### src/rtl/target_spawner.sv
// Target spawner for a ten-target reaction game. Picks a lit target from the random index,
// times its lifetime, judges button hits, and keeps the score (never 0) and miss counters.
module target_spawner #(
    parameter int unsigned LIFETIME  = 50_000_000,
    parameter int unsigned GAP       = 12_500_000,
    parameter int unsigned MAX_RETRY = 4
) (
    input  logic        clock,
    input  logic        reset,
    input  logic        enable,
    input  logic [3:0]  ranNumTen,
    input  logic [9:0]  hit,
    output logic [9:0]  target,
    output logic        spawn_pulse,
    output logic [31:0] score,
    output logic [15:0] misses
);

    localparam int LIFE_W  = $clog2(LIFETIME + 1);
    localparam int GAP_W   = $clog2(GAP + 1);
    localparam int RETRY_W = $clog2(MAX_RETRY + 1);

    typedef enum logic [1:0] {
        S_IDLE,
        S_PICK,
        S_ACTIVE,
        S_GAP
    } state_t;

    state_t             state, state_next;
    logic [9:0]         target_next;
    logic               spawn_next;
    logic [31:0]        score_next;
    logic [15:0]        misses_next;
    logic [3:0]         prev_idx, prev_next;
    logic [RETRY_W-1:0] retry, retry_next;
    logic [LIFE_W-1:0]  life, life_next;
    logic [GAP_W-1:0]   gap, gap_next;
    logic [9:0]         hit_q;

    logic [9:0] hit_rise;
    logic       sample_valid;
    logic       retry_exhausted;
    logic [3:0] fallback_idx;
    logic [3:0] pick_idx;
    logic [31:0] score_inc;
    logic [15:0] misses_inc;

    assign hit_rise        = hit & ~hit_q;
    assign sample_valid    = (ranNumTen <= 4'd9) && (ranNumTen != prev_idx);
    assign retry_exhausted = (retry == RETRY_W'(MAX_RETRY - 1));
    // prev_idx is 0-9 or 4'hF ("none"); both 9 and F wrap to target 0.
    assign fallback_idx    = (prev_idx >= 4'd9) ? 4'd0 : prev_idx + 4'd1;
    assign pick_idx        = sample_valid ? ranNumTen : fallback_idx;
    assign score_inc       = (score == 32'hFFFF_FFFF) ? score : score + 32'd1;
    assign misses_inc      = (misses == 16'hFFFF) ? misses : misses + 16'd1;

    always_comb begin
        // NOTE: every next-value is defaulted first so no path leaves a latch behind.
        state_next  = state;
        target_next = target;
        spawn_next  = 1'b0;
        score_next  = score;
        misses_next = misses;
        prev_next   = prev_idx;
        retry_next  = retry;
        life_next   = life;
        gap_next    = gap;

        if (!enable) begin
            state_next  = S_IDLE;
            target_next = '0;
            retry_next  = '0;
            life_next   = '0;
            gap_next    = '0;
        end else begin
            case (state)
                S_IDLE: begin
                    target_next = '0;
                    state_next  = S_PICK;
                end
                S_PICK: begin
                    if (sample_valid || retry_exhausted) begin
                        target_next = 10'd1 << pick_idx;
                        prev_next   = pick_idx;
                        spawn_next  = 1'b1;
                        life_next   = '0;
                        retry_next  = '0;
                        state_next  = S_ACTIVE;
                    end else begin
                        retry_next = retry + RETRY_W'(1);
                    end
                end
                S_ACTIVE: begin
                    life_next = life + LIFE_W'(1);
                    // A hit edge on the final lifetime cycle wins over the timeout.
                    if (hit_rise != '0) begin
                        if (hit_rise == target) score_next = score_inc;
                        else                    misses_next = misses_inc;
                        target_next = '0;
                        gap_next    = '0;
                        state_next  = S_GAP;
                    end else if (life == LIFE_W'(LIFETIME - 1)) begin
                        misses_next = misses_inc;
                        target_next = '0;
                        gap_next    = '0;
                        state_next  = S_GAP;
                    end
                end
                S_GAP: begin
                    target_next = '0;
                    if (gap == GAP_W'(GAP - 1)) state_next = S_PICK;
                    else                        gap_next   = gap + GAP_W'(1);
                end
                default: begin
                    state_next  = S_IDLE;
                    target_next = '0;
                end
            endcase
        end
    end

    always_ff @(posedge clock) begin
        // NOTE: state registers use non-blocking assignment so every flop samples pre-edge values.
        if (reset) begin
            state       <= S_IDLE;
            target      <= '0;
            spawn_pulse <= 1'b0;
            score       <= 32'd1;
            misses      <= '0;
            prev_idx    <= 4'hF;
            retry       <= '0;
            life        <= '0;
            gap         <= '0;
            hit_q       <= '0;
        end else begin
            state       <= state_next;
            target      <= target_next;
            spawn_pulse <= spawn_next;
            score       <= score_next;
            misses      <= misses_next;
            prev_idx    <= prev_next;
            retry       <= retry_next;
            life        <= life_next;
            gap         <= gap_next;
            hit_q       <= hit;
        end
    end

endmodule

### config.mk
export PLATFORM = sky130hd
export DESIGN_NAME = target_spawner
export DESIGN_NICKNAME = d
export VERILOG_FILES = /design/src/rtl/target_spawner.sv
export SDC_FILE = /design/constraint.sdc
export NUM_CORES = 1
export LEC_CHECK = 0
export BUFFER_PORTS_ARGS = -buffer_cell sky130_fd_sc_hd__buf_2
export CAP_MARGIN = 10
export CELL_PAD_IN_SITES_DETAIL_PLACEMENT = 1
export CELL_PAD_IN_SITES_GLOBAL_PLACEMENT = 1
export CORE_ASPECT_RATIO = 1.4
export CORE_MARGIN = 2
export CORE_UTILIZATION = 49
export CTS_BUF_LIST = sky130_fd_sc_hd__clkbuf_8
export DETAILED_ROUTE_END_ITERATION = 12
export GPL_TIMING_DRIVEN = 0
export PLACE_DENSITY = 0.93
export SYNTH_ARGS = -nofsm -noshare
export SYNTH_HDL_FRONTEND = slang
export SYNTH_SLANG_ARGS = --single-unit
### constraint.sdc
create_clock -name clock -period 4.73 [get_ports clock]
set_input_delay 0 -clock clock [delete_from_list [all_inputs] [get_ports clock]]
set_output_delay 0 -clock clock [all_outputs]
set_load 0.1 [all_outputs]
; After elaboration in Yosys (flattened, before gate mapping)
; Index checks and enable logic that the tools add are counted.
[classes]
n_eq_ne = 15
n_lt_le_gt_ge = 2
bitwise = 5
addsub = 6
div_mod_pow = 0
n_shift = 1
reduce_logical = 17
multipliers = 0
muxes = 23
[ops]
columns = operator, count
row1 = 2-to-1 mux 24 bit, 3
row2 = 2-to-1 mux 16 bit, 4
row3 = case mux 26 bit (2 select lines), 1
row4 = case mux 24 bit (2 select lines), 1
row5 = "adder 32 x 1 -> 32 bit, second input constant", 1
row6 = "equality test 32 bit, second input constant", 1
row7 = 2-to-1 mux 10 bit, 3
row8 = case mux 10 bit (3 select lines), 1
row9 = "adder 26 x 1 -> 26 bit, second input constant", 1
row10 = "equality test 26 bit, second input constant", 1
row11 = 2-to-1 mux 26 bit, 1
row12 = "adder 24 x 1 -> 24 bit, second input constant", 1
row13 = "equality test 24 bit, second input constant", 1
row14 = "adder 16 x 1 -> 16 bit, second input constant", 1
row15 = "equality test 16 bit, second input constant", 1
row16 = bitwise AND 10 bit, 1
row17 = equality test 10 bit, 1
row18 = NOT 10 bit, 1
row19 = nonzero test 10 bit, 1
row20 = "<< shifter 1 x 4 -> 10 bit, first input constant", 1
row21 = AND reduction 3 bit, 3
row22 = 2-to-1 mux 2 bit, 4
row23 = 2-to-1 mux 4 bit, 2
row24 = "!= test 2 bit, second input constant", 4
row25 = 22 further kinds, 29
[totals]
word_cells = 79
ramBits = 0
in_bits = 17
memories = 0
latch_bits = 0
reg_bits = 128
mem_bits_ro = 0

; Longest topological paths before layout
; Gate-level depths: netlist of run 1.
[depth]
depth_word = 6
depth_mapped = 11

; Least setup slack after synthesis of run 1
; Ideal clock, no wire load.
[synth_timing]
path_kind = register -> register
from = register score[8]
to = register score[29]
t_required_ps = 4609
slack_ps = 1602
arrival_time_ps = 3006
path_stages_with_launch = 9
n_path_buf = 1
setup_time_ps = 121
path_cell_list = dfxtp_1 -> nand4_1 -> or4_1 -> buf_2 -> or2_4 -> nor3_2 -> nand3_2 -> nor4_2 -> mux2_4
[synth_between]
elab_chain_cells = 3
word_cells_on_any_way = 4
[synth_lines]
columns = element, line_no
row1 = start: declaration, 15  ; output logic [31:0] score,
row2 = start signal: assignment, 140  ; score <= score_next;
row3 = branches (longest 3 deep; another with adder 32 x 1 -> 32 bit), --
; Parallel ways; which one is timed is not known.
; A chain may end at the register's enable or synchronous reset.

; Worst setup path in the final report of run 1
[layout_timing]
from = register state[0]
to = register state[1]
[layout_between]
elab_chain_cells = 3
word_cells_on_any_way = 9
[layout_lines]
columns = element, line_no
row1 = start: declaration, 30  ; state_t state, state_next;
row2 = start signal: assignment, 137  ; state <= state_next;
row3 = equality test 2 bit or equality test 2 x 1 -> 1 bit (tied branches), 77  ; case (state)
row4 = != test 3 bit (no line) or != test 2 bit (tied branches), --
row5 = AND reduction 3 bit (no line), --
; Several ways; a longest one is shown, not always the timed one.

==> results of run 1 <==
## synthesized netlist by cell type (5+ instances only)
cell type and number:
nor3_1 25, inv_1 21, nor2b_1 26, a211o_1 6, clkbuf_1 18, dfxtp_1 128
and3_1 21, xor2_1 31, nand2_1 41, mux2i_1 5, a22oi_1 6, xnor2_1 43
nor2_1 113, o21ai_0 24, nand4_1 35, nor4_1 14, buf_2 8, mux2_2 5
ha_1 13, and4_1 5, nand2b_1 5, or3_1 25, a21oi_1 38, nand3_1 45
buf_1 6
## how the worst max path moves through the flow
stage / start / endpoint / slack (ps)
after floorplan: score[8] / score[29] / 1600
after global placement: state[0] / state[1] / 1990
after detailed placement: state[0] / state[1] / 1920
after CTS: state[0] / state[1] / 1830
after global routing: state[0] / state[1] / 1660
final: state[0] / state[1] / 1850
## kinds of logic (layout without fill, tap and decap cells)
group	after synthesis	in the layout	synth area share [%]
AOI/OAI and AO/OA	101	101	9.30
and+or+nand+nor	401	401	33.6
buffers and inverters	57	172	3.61
muxes	15	15	2.51
xor gates and xnor gates	74	74	9.80
adders and majority gates	13	13	2.46
DFF	128	128	38.7
## worst max-delay path, delay by kind of cell, from the launching register on
kind	cells	cell delay [ps]
adders and majority gates	1	190
AOI/OAI and AO/OA	2	470
and+or+nand+nor	2	700
buffers and inverters	2	660
DFF	1	420
muxes	1	370
## layout make-up
type                            instances  area, µm²
Buffer                                 35        156
Clock buffer                           22        303
Clock inverter                          9       66.3
Fill cell                            1657       5580
Inverter                               22       82.6
Multi-Input combinational cell        604       3810
Sequential cell                       128       2560
Tap cell                              182        228
Timing Repair Buffer                   84        470
## power groups by stage
stage	clock [mW]	sequential, mW	combinational [mW]
after floorplan	0	1.12	0.0903
after global placement	0	1.12	0.131
after detailed placement	0	1.12	0.137
after CTS	0.912	1.09	0.146
after global routing	0.962	1.09	0.161
final	0.904	1.09	0.146
## routing by layer
metal	up-vias	part of all wire (%)
met5	-	0
met3	68	4.0
met2	151	55
li1	3008	-
met4	0	3.8
met1	3196	38
## sequential cells by signal, summed over array words and instances (netlist names)
signal,flops
state,2
life,26
score,32
retry,3
misses,16
target,10
gap,24
hit_q,10
spawn_pulse,1
prev_idx,4
==> results.py, run 1 <==
metrics = {
    "outcome": {
        "run_status": "completed",
    },
    "pwr": {
        "seq_power_share_pct": 51.0,
        "p_clk_share_pct": 42.2,
        "power.internal_mw": 1.61,
        "comb_power_share_pct": 6.8,
        "total_power_mw": 2.14,
        "switching_power_mw": 0.534,
        "swShare_pct": 24.9,
        "vdd.ir_drop.worst_mv": 0.155,
        "leak_pwr_nw": 2.81,
        "power_density_nw_per_um2": 279,
    },
    "global_route": {
        "antenna_found_initial": 0,
        "gr-max-usage-layer": "met2",
        "globalRouteMet3Util_pct": 6.55,
        "gr-usage-met1_pct": 29.6,
        "vias_in_the_first_global_route": 6753,
        "groute.usage.overall_pct": 29.4,
        "global_route.usage.met2_pct": 55.4,
        "grt_start_max_net_pins": 17,
        "grt_pass1_wl_um": 33400,
        "grt_overflow_total": 0,
    },
    "cts": {
        "cts_inserted_buffers": 17,
        "cts.reportedPaths.clkPinSlew_ps": 70,
        "clk_root_buffer_cell": "clkbuf_8",
        "clock_tree.htree_level_count": 4,
        "post_cts.resized_instances": 0,
        "number_of_sinks_on_the_clock_net": 128,
        "count_of_hold_buffers_inserted_by_post_cts_repair": 10,
        "post-cts-setup-buffer-count": 0,
        "cts_tree": "built",
        "cts.path.max_buffers": 2,
        "clk-insertion-delay-late_ps": 470,
    },
    "critical_path": {
        "worstSetupStartpointType": "flip-flop",
        "timing.critical_path.to_type": "flip-flop",
        "worst-path-max-fanout": 9,
        "ff2ff_setup_slack_ps": 1850,
        "critical_path.reg2reg.startpoint": "state[0]",
        "crit_required_ps": 5130,
        "endpoint_arrival_time_on_the_critical_path_ps": 3280,
        "slowest_delay_ps": 610,
        "cp_cell_instances": "ha_1 > clkbuf_1 > clkinv_1 > nor4_4 > a31o_2 > o21bai_1 > mux2_2 > nor2_1",
        "timing.critical_path.slowest_stage_cell": "nor4_4",
        "timing.rr.end": "state[1]",
        "reg2reg_depth": 8,
        "setup.worst_path.class": "reg -> reg",
    },
    "place": {
        "place.detailed.hpwl_um": 14600,
        "gp_congestion": 0.931,
        "dpl_worst_slack_ps": 1920,
        "post_dp_cell_area_um2": 7210,
        "placed_cells_incl_taps": 1045,
        "io_buffer_count": 74,
    },
    "sta": {
        "final-hold-violation-count": 0,
        "final-setup-viol-count": 0,
        "setup_total_negative_slack_ps": 0,
        "fin_skew_ps": 14.1,
        "slew_violations": 0,
        "rsz0062_at_grt": "false",
        "fmax_mhz": 347,
        "slew-limit-headroom_pct": 29.9,
        "transition_time_at_the_pin_with_the_least_slew_margin_ps": 1040,
        "fin_crit_sh_pct": 61.0,
        "timing.final.ws_setup_ps": 1850,
        "hold_slack_ps": 41.6,
        "fin_crit_ps": 2880,
    },
    "logic_synthesis": {
        "synth_top_cells_by_area": "dfxtp_1 39%, nor2_1 6.4%, xnor2_1 5.7%",
        "synthesis.nets": 819,
        "yosys_most_used_dff": "dfxtp_1",
        "syn-instance-count": 789,
        "area_share_of_the_largest_cell_type_after_synthesis_pct": 38.7,
        "ys.warnings.count": 0,
        "async_reset_ff_share_pct": 0,
        "netlist-cell-type-count": 66,
        "ys_seq_elements": 128,
        "synthesis.area_per_instance_um2": 8.39,
        "yosysSeqAreaShare_pct": 38.7,
        "synthesis.area_um2": 6620,
        "synth_largest_area_cell": "dfxtp_1",
        "post_synth_edffs": 0,
    },
    "cells_and_area": {
        "layout.nets": 922,
        "layout.core_utilization_pct": 57.9,
        "area.growth.synth_to_final_pct": 16.1,
        "finish.instance_area_um2": 7680,
        "final_common_cell": "dfxtp_1",
        "antennaDiodeCount": 0,
        "final_cell_mix": "128 x dfxtp_1, 113 x nor2_1, 82 x buf_2",
        "fin_cells": 1086,
        "drive_above_1_share_pct": 15.8,
    },
    "die": {
        "initial_core_utilization_pct": 49.9,
        "chipHeight_um": 141,
        "design.die.area_um2": 14500,
        "top_ports": 76,
        "num_rows": 50,
        "chipWidth_um": 102,
        "placeableCoreArea_um2": 13300,
    },
    "hold_path": {
        "min-delay-path-class": "in -> reg",
        "hold-path-cell-count": 5,
        "hold_path_end": "gap[17]",
        "hold_start": "enable",
    },
    "detailed_routing": {
        "vias_per_cell": 5.91,
        "detail_route.wirelength_um": 20200,
        "drt-wirelength-per-cell_um": 18.6,
        "route.antenna.remaining_nets": 0,
        "detailroute.via_count": 6423,
        "drc": 0,
        "drtPass1Iterations": 4,
        "drc_violation_total_after_the_first_tritonroute_iteration": 173,
    },
    "job": {
        "number_of_max_capacitance_violations_reported": 0,
    },
}
No activity file was read; power rests on OpenSTA's default activity.
==> inputs of run 2 (changes only) <==
ABC_AREA = 1   (was default)
CORE_UTILIZATION = 43   (was 49)
PLACE_DENSITY = 0.88   (was 0.93)
clock period = 2.8 ns   (was 4.73 ns; I/O delays follow)
==> run 2 against run 1 <==
Net effect: global-route usage grew 0.78 points; routed wire length grew 47%; clock skew grew 5.7 ps; register-to-register slack lost 1500 ps; maximum frequency grew 17%; critical path depth shrank 1; total power grew 90%; clock-buffer cell count shrank 5; die area grew 40%; critical path type unchanged; critical endpoint is now life[10]; largest power group unchanged.
==> results.py, run 2 <==
metrics = {
    "place": {
        "place.detailed.hpwl_um": 21400,
        "placed_cells_incl_taps": 1673,
        "io_buffer_count": 75,
        "gp_congestion": 0.932,
    },
    "cells_and_area": {
        "multiInputGateArea_um2": 4870,
        "largest-register": "score",
        "antennaDiodeCount": 0,
        "drive_above_1_share_pct": 12.3,
        "fin_cells": 1718,
        "layout.nets": 1491,
        "final_common_cell": "nand2_1",
        "reg_top3": "score (32), life (26), gap (24)",
        "fillerInstances": 2680,
        "layout.core_utilization_pct": 50.6,
        "final_cell_mix": "439 x nand2_1, 220 x nor2_1, 132 x inv_1",
        "ff_latch_area_um2": 2560,
        "number_of_flip_flops_under_the_largest_register_name": 32,
        "area.growth.synth_to_final_pct": 15.2,
    },
    "logic_synthesis": {
        "synthesis.area_um2": 8210,
        "post_synth_edffs": 0,
        "ys_seq_elements": 128,
        "syn-instance-count": 1354,
        "async_reset_ff_share_pct": 0,
        "area_share_of_the_largest_cell_type_after_synthesis_pct": 31.2,
        "synthesis.nets": 1384,
        "synth_top_cells_by_area": "dfxtp_1 31%, nand2_1 20%, nor2_1 10%",
        "yosys_most_used_dff": "dfxtp_1",
        "ys.warnings.count": 0,
        "synth_commonest_cells": "439 x nand2_1, 220 x nor2_1, 132 x inv_1",
        "synthesis.area_per_instance_um2": 6.06,
        "synthMostInstantiatedCell": "nand2_1",
        "netlist-cell-type-count": 37,
        "yosysSeqAreaShare_pct": 31.2,
        "synth_largest_area_cell": "dfxtp_1",
    },
    "die": {
        "num_rows": 59,
        "chipHeight_um": 167,
        "design.die.area_um2": 20200,
        "chipWidth_um": 121,
        "initial_core_utilization_pct": 43.9,
        "placeableCoreArea_um2": 18700,
        "top_ports": 76,
    },
    "detailed_routing": {
        "route.antenna.remaining_nets": 0,
        "vias_per_cell": 5.47,
        "drtPass1Iterations": 5,
        "detail_route.wirelength_um": 29700,
        "detailroute.via_count": 9396,
        "drt-wirelength-per-cell_um": 17.3,
        "drc_violation_total_after_the_first_tritonroute_iteration": 432,
        "drc": 0,
    },
    "sta": {
        "setup_total_negative_slack_ps": 0,
        "fin_crit_ps": 2470,
        "fin_crit_sh_pct": 88.0,
        "fin_skew_ps": 19.8,
        "slew_violations": 0,
        "slew-limit-headroom_pct": 49.8,
        "transition_time_at_the_pin_with_the_least_slew_margin_ps": 752,
        "rsz0062_at_grt": "false",
        "final-setup-viol-count": 0,
        "final-hold-violation-count": 0,
        "fmax_mhz": 406,
    },
    "critical_path": {
        "crit_required_ps": 3190,
        "setup.worst_path.class": "reg -> reg",
        "path_buf_inv": 4,
        "slowest_delay_ps": 520,
        "worstSetupStartpointType": "flip-flop",
        "worst-path-max-fanout": 10,
        "cp_top_family": "buffers and inverters",
        "timing.critical_path.slowest_stage_cell": "buf_1",
        "timing.critical_path.mode_cell": "buf_2",
        "cp_cell_instances": "inv_1 > ha_1 > buf_2 > buf_2 > buf_1 > nand4_1 > a21oi_1",
        "timing.critical_path.to_type": "flip-flop",
        "endpoint_arrival_time_on_the_critical_path_ps": 2850,
    },
    "pwr": {
        "leak_pwr_nw": 3.86,
        "vdd.ir_drop.worst_mv": 0.257,
        "power_density_nw_per_um2": 431,
        "total_power_mw": 4.08,
    },
    "cts": {
        "cts_tree": "built",
        "post_cts.resized_instances": 0,
        "cts.reportedPaths.clkPinSlew_ps": 90,
        "cts_inserted_buffers": 17,
        "number_of_sinks_on_the_clock_net": 128,
        "cts.path.max_buffers": 2,
        "post-cts-setup-buffer-count": 0,
        "clk-insertion-delay-late_ps": 480,
        "clk_root_buffer_cell": "clkbuf_8",
        "count_of_hold_buffers_inserted_by_post_cts_repair": 13,
        "clock_tree.htree_level_count": 4,
    },
    "global_route": {
        "global_route.usage.met2_pct": 57.6,
        "antenna_found_initial": 0,
        "vias_in_the_first_global_route": 10000,
        "grt_overflow_total": 0,
        "groute.usage.overall_pct": 30.1,
        "grt_start_max_net_pins": 17,
        "gr-max-usage-layer": "met2",
        "gr-usage-met1_pct": 30.0,
        "globalRouteMet3Util_pct": 4.33,
        "grt_pass1_wl_um": 48800,
    },
    "job": {
        "number_of_max_capacitance_violations_reported": 0,
    },
    "hold_path": {
        "min-delay-path-class": "in -> reg",
    },
    "outcome": {
        "run_status": "completed",
    },
}
run 2: cell count changes after synthesis, moves of 13 or more:
cell / delta
and3_1: -21
xnor2_1: -35
nand2_1: +398
a21oi_1: +47
nor2b_1: -26
inv_1: +111
nand4_1: +24
inv_2: +15
nand3_1: +46
nor2_1: +107
or3_1: -25
nand3b_1: +23
nor4_1: -13
run 2: cells by family (layout without fill, tap and decap cells):
group	Yosys count	count (layout)	synth area share, %
simple gates	887	887	46.9
flops	128	128	31.2
buf+inv	186	306	9.44
fa+ha+maj	13	13	1.98
compound gates	109	109	7.13
xor+xnor	31	31	3.31
run 2: worst paths after layout:
kind,startpoint,to,cells past startpoint,slack (ps)
setup / recovery,state[0],life[10],7,330
hold / removal,enable,misses[15],7,70
setup reg to reg,state[0],life[10],7,330
hold reg to reg,gap[6],gap[6],2,500
run 2: final cells by class:
cell class                 instances  area share [%]
clock inverter                    15            2.18
tap                              244            3.23
sequential                       128            27.1
multi-input combinational       1040            51.5
timing repair buffer              88            5.34
clock buffer                      17            2.47
buffer                            39            2.35
inverter                         147            5.83
run 2: per-layer routing:
metal,routed length (µm),up-vias
met3,751,118
met4,1690,0
li1,-,4523
met2,16200,211
met5,0,-
met1,11000,4544
run 2: worst reg2reg max path: stages, from the launching register on:
cell and delay (ps):
dfxtp_1 370, inv_1 90, ha_1 360, buf_2 360, buf_2 340, buf_1 520, nand4_1 170, a21oi_1 160
run 2: per-stage QoR:
stage / worst slack (ps) / hold WS [ps] / area [µm²]
finish: 335 / 71.8 / 9460
detailed placement: 470 / 236 / 8890
global route: 201 / 124 / 9460
global placement: 530 / 219 / 8890
floorplan: 305 / 107 / 8210
CTS: 371 / 63.8 / 9460
run 2: report_power, final:
part	switching (mW)	internal [mW]
clock	0.865	0.982
sequential	0.0138	1.84
combinational	0.278	0.102
total	1.16	2.92
